<file path="src/rtl/atm_bank_responder.sv">
// Account-side responder for the ATM controller: PIN check with lockout, withdraw,
// balance enquiry and a newest-first mini-statement stream, all after a fixed latency.
module atm_bank_responder #(
  parameter int          BAL_W        = 16,
  parameter int          INIT_BALANCE = 1000,
  parameter logic [15:0] PIN_CODE     = 16'h1234,
  parameter int          MAX_TRIES    = 3,
  parameter int          PROC_LAT     = 4,
  parameter int          HIST_DEPTH   = 4
) (
  input  logic             clk,
  input  logic             reset,
  input  logic             req_valid,
  input  logic [1:0]       req_op,
  input  logic [15:0]      pin_in,
  input  logic [BAL_W-1:0] amount_in,
  input  logic             session_end,
  output logic             busy,
  output logic             resp_valid,
  output logic             pin_check,
  output logic             transaction_success,
  output logic             balance_enquiry_success,
  output logic             locked,
  output logic [BAL_W-1:0] balance,
  output logic             hist_valid,
  output logic [BAL_W-1:0] hist_data
);

  localparam int CNT_W  = (PROC_LAT > 1) ? $clog2(PROC_LAT) : 1;
  localparam int TRY_W  = $clog2(MAX_TRIES + 1);
  localparam int PTR_W  = $clog2(HIST_DEPTH);
  localparam int HCNT_W = $clog2(HIST_DEPTH + 1);

  localparam logic [1:0] OP_PIN  = 2'b00;
  localparam logic [1:0] OP_WD   = 2'b01;
  localparam logic [1:0] OP_STMT = 2'b11;

  typedef enum logic [1:0] {IDLE, WAIT, RESP, STREAM} state_t;

  state_t             state, state_next;
  logic [1:0]         op_q;
  logic [15:0]        pin_q;
  logic [BAL_W-1:0]   amount_q;
  logic [CNT_W-1:0]   lat_cnt;
  logic [TRY_W-1:0]   retry_cnt;
  logic [TRY_W-1:0]   retry_inc;
  logic               pin_ok;
  logic               pin_ok_eff;
  logic               pin_match;
  logic               wd_ok;
  logic               enter_resp;
  logic               stream_last;
  logic [BAL_W-1:0]   hist_mem [HIST_DEPTH];
  logic [PTR_W-1:0]   wr_ptr;
  logic [PTR_W-1:0]   rd_ptr;
  logic [HCNT_W-1:0]  hist_count;
  logic [HCNT_W-1:0]  stream_idx;

  // Results are evaluated on the edge into RESP so they are visible alongside resp_valid;
  // a session_end arriving on that same edge must still void the pending request.
  assign enter_resp  = (state == WAIT) && (lat_cnt == '0);
  assign pin_ok_eff  = pin_ok && !session_end;
  assign pin_match   = (pin_q == PIN_CODE);
  assign wd_ok       = pin_ok_eff && (amount_q != '0) && (amount_q <= balance);
  assign retry_inc   = (retry_cnt == TRY_W'(MAX_TRIES)) ? retry_cnt : retry_cnt + TRY_W'(1);
  assign stream_last = ((stream_idx + HCNT_W'(1)) >= hist_count);
  assign rd_ptr      = wr_ptr - PTR_W'(1) - stream_idx[PTR_W-1:0];

  always_ff @(posedge clk or posedge reset) begin
    if (reset) state <= IDLE;
    else       state <= state_next;
  end

  always_comb begin
    state_next = state;
    busy       = 1'b0;
    resp_valid = 1'b0;
    hist_valid = 1'b0;
    hist_data  = '0;
    case (state)
      IDLE: begin
        if (req_valid) state_next = WAIT;
      end
      WAIT: begin
        busy = 1'b1;
        if (lat_cnt == '0) state_next = RESP;
      end
      RESP: begin
        busy       = 1'b1;
        resp_valid = 1'b1;
        if (op_q == OP_STMT && balance_enquiry_success) state_next = STREAM;
        else                                            state_next = IDLE;
      end
      STREAM: begin
        busy = 1'b1;
        if (stream_idx < hist_count) begin
          hist_valid = 1'b1;
          hist_data  = hist_mem[rd_ptr];
        end
        if (stream_last) state_next = IDLE;
      end
      default: state_next = IDLE;
    endcase
  end

  always_ff @(posedge clk or posedge reset) begin
    if (reset) begin
      op_q                    <= '0;
      pin_q                   <= '0;
      amount_q                <= '0;
      lat_cnt                 <= '0;
      retry_cnt               <= '0;
      pin_ok                  <= 1'b0;
      pin_check               <= 1'b0;
      transaction_success     <= 1'b0;
      balance_enquiry_success <= 1'b0;
      locked                  <= 1'b0;
      balance                 <= BAL_W'(INIT_BALANCE);
      wr_ptr                  <= '0;
      hist_count              <= '0;
      stream_idx              <= '0;
      for (int i = 0; i < HIST_DEPTH; i++) hist_mem[i] <= '0;
    end else begin
      if (state == IDLE && req_valid) begin
        op_q     <= req_op;
        pin_q    <= pin_in;
        amount_q <= amount_in;
        lat_cnt  <= CNT_W'(PROC_LAT - 1);
      end else if (state == WAIT && lat_cnt != '0) begin
        lat_cnt <= lat_cnt - CNT_W'(1);
      end

      if (enter_resp) begin
        pin_check               <= 1'b0;
        transaction_success     <= 1'b0;
        balance_enquiry_success <= 1'b0;
        case (op_q)
          OP_PIN: begin
            if (!locked) begin
              if (pin_match) begin
                pin_check <= 1'b1;
                retry_cnt <= '0;
              end else begin
                retry_cnt <= retry_inc;
                if (retry_inc >= TRY_W'(MAX_TRIES)) locked <= 1'b1;
              end
            end
          end
          OP_WD:   transaction_success     <= wd_ok;
          default: balance_enquiry_success <= pin_ok_eff;
        endcase
      end

      if (session_end) pin_ok <= 1'b0;
      else if (enter_resp && op_q == OP_PIN && !locked && pin_match) pin_ok <= 1'b1;

      // Withdrawals commit as RESP retires, so the new balance appears the cycle after.
      if (state == RESP && op_q == OP_WD && transaction_success) begin
        balance          <= balance - amount_q;
        hist_mem[wr_ptr] <= amount_q;
        wr_ptr           <= wr_ptr + PTR_W'(1);
        if (hist_count != HCNT_W'(HIST_DEPTH)) hist_count <= hist_count + HCNT_W'(1);
      end

      if (state == RESP)        stream_idx <= '0;
      else if (state == STREAM) stream_idx <= stream_idx + HCNT_W'(1);
    end
  end

endmodule

</file>
<file path="config.mk">
export PLATFORM = sky130hd
export DESIGN_NAME = atm_bank_responder
export DESIGN_NICKNAME = d
export VERILOG_FILES = /design/src/rtl/atm_bank_responder.sv
export SDC_FILE = /design/constraint.sdc
export NUM_CORES = 1
export LEC_CHECK = 0
export ABC_AREA = 1
export CAP_MARGIN = 20
export CORE_MARGIN = 1
export CORE_UTILIZATION = 42
export CTS_CLUSTER_DIAMETER = 30
export DETAILED_ROUTE_END_ITERATION = 8
export GPL_TIMING_DRIVEN = 0
export PLACE_DENSITY = 0.65
export SETUP_SLACK_MARGIN = 0.1
export SYNTH_ARGS = -nofsm -noshare
export SYNTH_HDL_FRONTEND = slang
export SYNTH_SLANG_ARGS = --single-unit
</file>
<file path="constraint.sdc">
create_clock -name clk -period 5.4 [get_ports clk]
set_input_delay 0.54 -clock clk [delete_from_list [all_inputs] [get_ports clk]]
set_output_delay 0.54 -clock clk [all_outputs]
set_load 0.005 [all_outputs]
</file>
==> results of run 1 <==
## how the worst max path moves through the flow
stage	endpoint	slack (ns)
floorplan	amount_q[0]	1.32
global placement	hist_mem[24]	-0.69
detailed placement	hist_data[2]	2.47
CTS	hist_data[2]	1.96
global route	hist_data[4]	1.78
finish	hist_data[3]	1.98
## power by group
group          switching (mW)  leakage (nW)  internal, mW
clock network           0.435         0.298         0.796
registers              0.0850          1.73          1.15
logic                   0.657          2.39         0.336
total                    1.18          4.42          2.28
## layout by cell type, fill, tap and decap left out, types with 3 or more instances in the layout
cell | netlist | routed
nand4_1 | 6 | 6
nor3_1 | 8 | 8
o21ai_0 | 24 | 24
nand2_1 | 245 | 245
o21ai_1 | 38 | 38
clkbuf_16 | 0 | 17
clkinvlp_4 | 0 | 4
nand2_4 | 5 | 5
dfrtp_1 | 127 | 127
nand3_1 | 32 | 32
bufinv_16 | 0 | 4
a21oi_1 | 48 | 48
inv_1 | 86 | 85
dfstp_2 | 6 | 6
buf_2 | 12 | 12
inv_2 | 3 | 3
o211ai_1 | 3 | 3
o21ai_2 | 34 | 34
xor2_1 | 5 | 5
ha_1 | 31 | 31
buf_6 | 14 | 14
xnor2_1 | 5 | 5
clkbuf_1 | 3 | 4
mux2_2 | 14 | 14
clkdlybuf4s50_1 | 0 | 76
nor2_1 | 44 | 44
mux2i_1 | 16 | 16
## per-layer routing
layer | GRT usage [%] | wire (um) | up-vias
met5 | 0 | 0 | -
met2 | 32.54 | 7651 | 95
li1 | - | - | 2869
met3 | 4.306 | 551 | 11
met4 | 6.718 | 191 | 0
met1 | 28.19 | 7970 | 2677
## sequential cells by signal, indices dropped and copies added, names as in the netlist, 2 cells and up
name,count
lat_cnt,2
hist_mem,64
retry_cnt,2
hist_count,3
op_q,2
balance,16
pin_q,16
wr_ptr,2
amount_q,16
stream_idx,3
state,2
## metrics by stage
step                TNS, ns  std cells  setup slack, ns  hold WS (ns)
finish                    0       1154            1.979        0.4780
global route              0       1154            1.777        0.4984
CTS                       0       1154            1.956        0.4820
detailed placement        0       1122            2.470        0.4682
global placement     -86.10       1121          -0.6893        0.4638
floorplan                 0        825            1.316        0.4521
## area by class of cell
cell class / instances / share of cell area (%)
Buffer: 30 / 2.688
Clock buffer: 20 / 5.192
Clock inverter: 12 / 2.020
Inverter: 89 / 3.855
Multi-Input combinational cell: 573 / 36.23
Sequential cell: 133 / 37.92
Tap cell: 220 / 3.129
Timing Repair Buffer: 77 / 8.962
## logic make-up (layout without fill, tap and decap cells)
kind of cell | count (synthesis) | in the layout | share of synthesized area [%]
and+or+nand+nor | 350 | 350 | 20.73
muxes | 30 | 30 | 4.480
buffers and inverters | 119 | 228 | 8.044
adders and majority gates | 32 | 32 | 5.751
AOI/OAI and AO/OA | 151 | 151 | 12.74
DFF | 133 | 133 | 47.03
xor gates and xnor gates | 10 | 10 | 1.235
## critical path, stage by stage (launching register included)
cell and delay (ns):
dfrtp_1 0.42, inv_1 0.09, ha_1 0.28, clkbuf_1 0.28
clkbuf_1 0.41, nand2_1 0.10, nand2_1 0.09, o21ai_0 0.13
a21oi_1 0.17, clkdlybuf4s50_1 0.51
==> qor.yml, run 1 <==
yosys:
  synth_top_area_share_pct: 44.81
  synth_edf_count: 0
  netlist_area_um2: 7093
  syn_area_per_cell_um2: 8.598
  ys_warn_count: 0
  yosysMostFrequentCell: "nand2_1"
  ys_top_cells_by_count: "245 x nand2_1, 127 x dfrtp_1, 86 x inv_1"
  async_flop_share_pct: 100.0
  ys_seq_elements: 133
  ys_types: 37
  syn-instance-count: 825
  yosysSeqAreaShare_pct: 47.03
  synthFlopType: "dfrtp_1"
  synth_nets: 895
  ys_top_cells_by_area: "dfrtp_1 45%, nand2_1 13%, ha_1 5.5%"
  yosys.area.top_type: "dfrtp_1"
final_layout:
  regArea_um2: 3336
  multi_input_area_um2: 3187
  n_antenna_cell: 0
  final_nets: 991
  final_util_pct: 53.23
  fill_cells: 1569
  final_layout_size_suffix_gt1_share_pct: 14.03
  area_delta_synth_final_pct: 24.01
  finish.instance_area_um2: 8796
route:
  viasPerCell: 4.898
  drt-total-wl_mm: 16.36
  vias: 5652
  first_iter_violations: 262
  ant_nets: 0
  first_pass_iters: 7
  drc: 2
  wl_per_cell_um: 14.18
global_route:
  grt.total_usage_pct: 20.58
  grt.overflow.total: 0
  grt_pass1_wl_mm: 28.15
  antenna_found_initial: 0
  grt_start_max_net_pins: 93
  grt_pass1_vias: 5593
clock_network:
  hold_buffers: 0
  cts.sinks: 133
  clk_path_buf_depth: 2
  cts_tree: "yes"
  clk_pin_slew_ns: 0.06
  cts_resized: 0
  cts_setup_buffers: 0
  cts_root_buf: "clkbuf_16"
  clock_latency_ns: 0.42
  numCtsBuffers: 17
  htreeDepth: 4
place:
  place_congestion: 0.8632
  placed_area_um2: 8162
  io_buffers: 76
  place_hpwl_mm: 12.07
pwr:
  vdd_drop_max_uv: 210.4
  p_total_mw: 3.461
  p_leak_nw: 4.416
  power_density_nw_per_um2: 393.5
sta:
  tightest_slew_ns: 0.5555
  clock_skew_ns: 0.008251
  hold_viol_final: 0
  finalSetupViolations: 0
  fin_crit_sh_pct: 63.36
  slew_headroom_pct: 62.97
  drv_slew: 0
  grt_setup_unrepaired: "false"
  fin_crit_ns: 3.421
  timing.fmax_mhz: 292.3
setup_path:
  cp-end-kind: "output pin"
  worstRegToRegCells: 10
  worst-path-max-fanout: 10
  crit_path_start_kind: "flop"
  r2r_start: "amount_q[11]"
  timing.reg2reg.setup_slack_ns: 3.43
  r2r-end: "transaction_success"
  worstPathArrival_ns: 2.88
  critPathKind: "reg -> out"
  worstPathRequired_ns: 4.86
  startpoint: "stream_idx[0]"
hold_path:
  min_path_type: "reg -> reg"
  holdPathStages: 2
  min_to: "balance[6]"
  min_from: "balance[6]"
run:
  max_cap_viol_count: 0
die:
  dieArea_um2: 17410
  ios: 77
  rows: 47
  fp.coreArea_um2: 16520
  fp.dieW_um: 132.0
  fp.dieH_um: 132.0
  initial_core_util_pct: 42.92
run_status:
  violations: "design-rule violations"
  run_status: "finished, violations left"
No activity file was read; power rests on OpenSTA's default activity.
==> run 2, diff against run 1 <==
Clock period 5.4 ns to 3.2 ns, I/O delays scaled along.
==> run 2 against run 1 <==
  * The flow now finishes without violations
  * Sequential power rose by 69%
  * Sequential share of layout area fell by 0.12 points
  * Sequential cell count did not move
  * Via count fell by 0.37%
  * Highest routed layer unchanged
==> qor.yml, run 2 (synthesis gave the netlist of run 1 again) <==
run_status:
  run_status: "complete, no violations"  # was finished, violations left
route:
  first_iter_violations: 260  # was 262
  vias: 5631  # was 5652
  first_pass_iters: 5  # was 7
  wl_per_cell_um: 14.14  # was 14.18 um
  drc: 0  # was 2
  routed-wl-met2_mm: 7.433  # was 7.651 mm
  drt-total-wl_mm: 16.35  # was 16.36 mm
  ant_nets: 0  # unchanged
  met3_length_um: 539  # was 551 um
  wl_met1_mm: 8.127  # was 7.970 mm
  top_layer: "met4"  # unchanged
  viasPerCell: 4.871  # was 4.898
final_layout:
  n_antenna_cell: 0  # unchanged
  final_cells: 1156  # was 1154
  final_nets: 994  # was 991
  area_delta_synth_final_pct: 24.41  # was 24.01%
  mostFrequentLayoutCells: "245 x nand2_1, 127 x dfrtp_1, 84 x inv_1"  # was 245 x nand2_1, 127 x dfrtp_1, 85 x inv_1
  largest_reg_flops: 64  # unchanged
  final_layout_size_suffix_gt1_share_pct: 14.85  # was 14.03%
  fill_cells: 1555  # was 1569
  final_common_cell: "nand2_1"  # unchanged
  max_flop_register: "hist_mem"  # unchanged
setup_path:
  crit_path_start_kind: "flop"  # unchanged
  critPathSlowestCell: "clkdlybuf4s50_1"  # unchanged
  worstPathCellList: "inv_1, ha_2, xnor2_2, xor2_2, clkbuf_4, o21ai_0, a21oi_1, clkdlybuf4s50_1"  # was inv_1, ha_1, clkbuf_1, clkbuf_1, nand2_1, nand2_1, o21ai_0, a21oi_1, clkdlybuf4s50_1
  path_buf_inv: 3  # was 4
  cp-end-kind: "output pin"  # unchanged
  cp.depth: 8  # was 9
  worstPathRequired_ns: 2.88  # was 4.86 ns
  worst-path-max-fanout: 10  # unchanged
  crit_family: "buffers and inverters"  # unchanged
  critPathKind: "reg -> out"  # unchanged
  worstPathArrival_ns: 2.58  # was 2.88 ns
  worstRegToRegCells: 10  # unchanged
  slowest_delay_ns: 0.52  # was 0.51 ns
clock_network:
  hold_buffers: 0  # unchanged
  cts_tree: "yes"  # unchanged
  clock_latency_ns: 0.42  # about the same
  clk_path_buf_depth: 2  # unchanged
  htreeDepth: 4  # unchanged
  clk_pin_slew_ns: 0.06  # about the same
  cts.sinks: 133  # unchanged
  numCtsBuffers: 17  # unchanged
  cts_root_buf: "clkbuf_16"  # unchanged
pwr:
  power_density_nw_per_um2: 649.0  # was 393.5 nW/um2
  p_leak_nw: 4.431  # was 4.416 nW
  p_total_mw: 5.727  # was 3.461 mW
  vdd_drop_max_uv: 333.1  # was 210.4 uV
place:
  dp.cells: 1124  # was 1122
  place_congestion: 0.8965  # was 0.8632
  io_buffers: 76  # unchanged
  place_hpwl_mm: 12.25  # was 12.07 mm
sta:
  clock_skew_ns: 0.007978  # was 0.008251 ns
  grt_setup_unrepaired: "false"  # unchanged
  fin_crit_ns: 2.899
  timing.fmax_mhz: 344.9
  hold_viol_final: 0  # unchanged
  drv_slew: 0  # unchanged
  finalSetupViolations: 0  # unchanged
  slew_headroom_pct: 68.17  # was 62.97%
  tightest_slew_ns: 0.4764  # was 0.5555 ns
  fin_crit_sh_pct: 90.60
die:
  fp.coreArea_um2: 16520  # unchanged
  dieArea_um2: 17410  # unchanged
  rows: 47  # unchanged
  fp.dieW_um: 132.0  # unchanged
  fp.dieH_um: 132.0  # unchanged
  ios: 77  # unchanged
  initial_core_util_pct: 42.92  # unchanged
global_route:
  grt_pass1_vias: 5644  # was 5593
  grt_start_max_net_pins: 42  # was 93
  grt.total_usage_pct: 20.30  # was 20.58%
  grt.overflow.total: 0  # unchanged
  grt_pass1_wl_mm: 27.99  # was 28.15 mm
  antenna_found_initial: 0  # unchanged
hold_path:
  min_path_type: "in -> async"  # was reg -> reg
run:
  max_cap_viol_count: 0  # unchanged
run 2: changes by cell type in the layout (fill, tap and decap cells not counted), sizes merged:
cell      previous run  this run
buf                 28        30
bufinv               4         2
clkbuf              23        27
clkinvlp             4         3
inv                 89        88
run 2: worst paths after layout:
path	start	endpoint	slack, ns
setup / recovery	stream_idx[0]	hist_data[2]	0.30
hold / removal	reset	hist_mem[3]	0.28
setup reg to reg	amount_q[11]	transaction_success	1.21
hold reg to reg	balance[9]	balance[9]	0.48
max in group asynchronous	reset	pin_q[12]	2.08
min in group clk	amount_in[10]	amount_q[10]	0.47
run 2: stage by stage:
step	TNS, ns	hold slack [ns]	utilization (%)	setup WS [ns]	cell area (um2)
final	0	0.2834	53.40	0.3007	8825
after global routing	0	0.3282	53.40	0.1261	8825
after CTS	0	0.2902	53.14	0.1205	8781
after detailed placement	0	0.4681	49.58	0.4969	8193
after global placement	-2.371	0.4636	49.22	-0.03674	8133
after floorplan	0	0.3759	-	1.234	7097
run 2: where the power goes:
part	internal [mW]	switching, mW	total (mW)
Combinational	0.599	1.12	1.72
Clock	1.22	0.702	1.92
Sequential	1.95	0.143	2.09
Total	3.77	1.96	5.73
run 2: area by class of cell:
type | count | area, um2 | share of cell area [%]
Buffer | 29 | 249.0 | 2.821
Clock buffer | 23 | 488.0 | 5.530
Clock inverter | 8 | 98.84 | 1.120
Inverter | 89 | 337.8 | 3.828
Multi-Input combinational cell | 573 | 3204 | 36.31
Sequential cell | 133 | 3336 | 37.80
Tap cell | 220 | 275.3 | 3.119
Timing Repair Buffer | 81 | 835.8 | 9.471
run 2: metal layers:
layer | vias up | GRT usage (%)
met5 | - | 0
met4 | 0 | 6.137
met3 | 20 | 4.306
met2 | 93 | 32.25
met1 | 2640 | 27.83
li1 | 2878 | -
run 2: timing repair:
item / 4_1_cts / 5_1_grt
pin swaps: 0 / 2
setup buffers: 0 / 2
setup endpoints to repair: 10 / 14
resized for setup: 3 / 9
==> run 3, diff against run 2 <==
Settings changed: PLACE_DENSITY 0.65 to default, PLACE_DENSITY_LB_ADDON from default to 0.15.
==> run 3 against run 2 <==
  * Setup slack worse by 0.063 ns
  * Total power rose by 2.4%
  * Sequential cell count is the same
  * Maximum frequency decreased by 2.1%
  * Worst hold slack better by 0.053 ns
  * Clock power grew 8%
  * Register-to-register slack worse by 0.04 ns
==> qor.yml, run 3 (synthesis gave the netlist of run 1 again) <==
place:
  io_buffers: 76  # unchanged
  place_hpwl_mm: 12.54  # was 12.25 mm
  place_congestion: 0.8427  # was 0.8965
global_route:
  grt_pass1_wl_mm: 28.93  # was 27.99 mm
  grt_start_max_net_pins: 42  # unchanged
  grt.overflow.total: 0  # unchanged
  grt.total_usage_pct: 21.15  # was 20.30%
  antenna_found_initial: 0  # unchanged
  grt_pass1_vias: 5701  # was 5644
sta:
  fin_crit_ns: 2.962  # was 2.899 ns
  whs_ns: 0.3364  # was 0.2834 ns
  finalSetupViolations: 0  # unchanged
  fin_crit_sh_pct: 92.57  # was 90.60%
  grt_setup_unrepaired: "true"  # was false
  drv_slew: 0  # unchanged
  slew_headroom_pct: 57.86  # was 68.17%
  tightest_slew_ns: 0.6308  # was 0.4764 ns
  hold_viol_final: 0  # unchanged
  fin_setup_tns_ns: 0  # unchanged
  clock_skew_ns: 0.007606  # was 0.007978 ns
  timing.fmax_mhz: 337.6  # was 344.9 MHz
pwr:
  p_total_mw: 5.867  # was 5.727 mW
  power_density_nw_per_um2: 662.2  # was 649.0 nW/um2
  vdd_drop_max_uv: 367.7  # was 333.1 uV
  p_leak_nw: 4.440  # was 4.431 nW
route:
  viasPerCell: 4.887  # was 4.871
  first_pass_iters: 5  # unchanged
  first_iter_violations: 255  # was 260
  vias: 5654  # was 5631
  wl_per_cell_um: 14.46  # was 14.14 um
  drc: 0  # unchanged
  ant_nets: 0  # unchanged
  drt-total-wl_mm: 16.73  # was 16.35 mm
setup_path:
  crit_family: "buffers and inverters"  # unchanged
  worstPathRequired_ns: 2.88  # about the same
  path_buf_inv: 3  # unchanged
  worstPathCellList: "inv_1, ha_1, xnor2_1, xor2_2, clkbuf_4, o21ai_0, a21oi_1, clkdlybuf4s50_1"  # was inv_1, ha_2, xnor2_2, xor2_2, clkbuf_4, o21ai_0, a21oi_1, clkdlybuf4s50_1
  timing.reg2reg.setup_slack_ns: 1.17  # was 1.21 ns
  crit_path_start_kind: "flop"  # unchanged
  worst-path-max-fanout: 10  # unchanged
  slowest_delay_ns: 0.52  # about the same
  critPathSlowestCell: "clkdlybuf4s50_1"  # unchanged
  critPathKind: "reg -> out"  # unchanged
  worstPathArrival_ns: 2.64  # was 2.58 ns
  cp-end-kind: "output pin"  # unchanged
clock_network:
  cts_root_buf: "clkbuf_16"  # unchanged
  cts.sinks: 133  # unchanged
  clk_path_buf_depth: 2  # unchanged
  clock_latency_ns: 0.42  # about the same
  htreeDepth: 4  # unchanged
  numCtsBuffers: 17  # unchanged
  cts_tree: "yes"  # unchanged
  hold_buffers: 0  # unchanged
  clk_pin_slew_ns: 0.06  # about the same
final_layout:
  final_layout_size_suffix_gt1_share_pct: 14.83  # was 14.85%
  mostFrequentLayoutCells: "245 x nand2_1, 127 x dfrtp_1, 84 x inv_1"  # unchanged
  final_common_cell: "nand2_1"  # unchanged
  n_antenna_cell: 0  # unchanged
  final_nets: 994  # unchanged
  largest_reg_flops: 64  # unchanged
  area_delta_synth_final_pct: 24.91  # was 24.41%
  max_flop_register: "hist_mem"  # unchanged
die:
  ios: 77  # unchanged
  dieArea_um2: 17410  # unchanged
  fp.coreArea_um2: 16520  # unchanged
  rows: 47  # unchanged
  initial_core_util_pct: 42.92  # unchanged
  fp.dieW_um: 132.0  # unchanged
  fp.dieH_um: 132.0  # unchanged
run:
  max_cap_viol_count: 0  # unchanged
run_status:
  run_status: "complete, no violations"  # unchanged
hold_path:
  min_path_type: "in -> async"  # unchanged
[run 3: changes by cell type in the layout (fill, tap and decap cells not counted), moves of 2 or more]
cell / change
clkinvlp_4: +3
clkbuf_4: +2
bufinv_16: +2
clkbuf_8: -2
[run 3: area by class of cell]
type | count | area [um2]
clock buffer | 20 | 456.7
buffer | 29 | 247.7
clock inverter | 12 | 176.4
sequential | 133 | 3336
tap | 220 | 275.3
multi-input combinational | 573 | 3194
fill | 1567 | 7665
inverter | 89 | 337.8
timing repair buffer | 81 | 835.8
[run 3: worst reg2reg max path, delay by kind of cell (launching register included)]
| kind | cells | cell delay [ns] |
|---|---|---|
| AND/OR/NAND/NOR | 6 | 0.62 |
| buffers and inverters | 2 | 0.36 |
| flip-flops | 1 | 0.36 |
| AO/OA/AOI/OAI | 1 | 0.23 |
| adder cells (fa/ha/maj) | 1 | 0.37 |
[run 3: worst paths after layout]
kind	startpoint	to	cells past startpoint
worst max-delay path	stream_idx[0]	hist_data[14]	8
worst min-delay path	reset	hist_mem[5]	2
worst max register to register	amount_q[11]	transaction_success	10
worst min register to register	pin_check	pin_check	2
max in group asynchronous	reset	balance_enquiry_success	5
min in group clk	pin_check	pin_check	2
[run 3: stage by stage]
| step | utilization [%] | std cells | setup slack, ns | cell area (um2) |
|---|---|---|---|---|
| 2_1_floorplan | - | 825 | 1.234 | 7097 |
| 3_3_place_gp | 49.22 | 1121 | -0.05813 | 8133 |
| 3_5_place_dp | 49.58 | 1124 | 0.4808 | 8193 |
| 4_1_cts | 53.46 | 1157 | 0.09930 | 8835 |
| 5_1_grt | 53.62 | 1157 | 0.08983 | 8860 |
| 6_report | 53.62 | 1157 | 0.2378 | 8860 |
[run 3: power breakdown]
part	internal (mW)	switching (mW)
clock network	1.34	0.731
registers	1.94	0.141
logic	0.594	1.11
total	3.88	1.98
[run 3: per-layer routing]
layer	part of all wire (%)	vias to the layer above	global-route usage [%]
li1	-	2871	-
met1	49	2669	29.25
met2	47	100	33.63
met3	3.2	14	4.306
met4	1.1	0	6.008
met5	0	-	0
[run 3: what timing repair did]
item	4_1_cts	5_1_grt
endpoints found under the setup margin	11	15
gates cloned	0	0
setup buffers	1	1
pin swaps	1	0
gates resized for setup	1	10
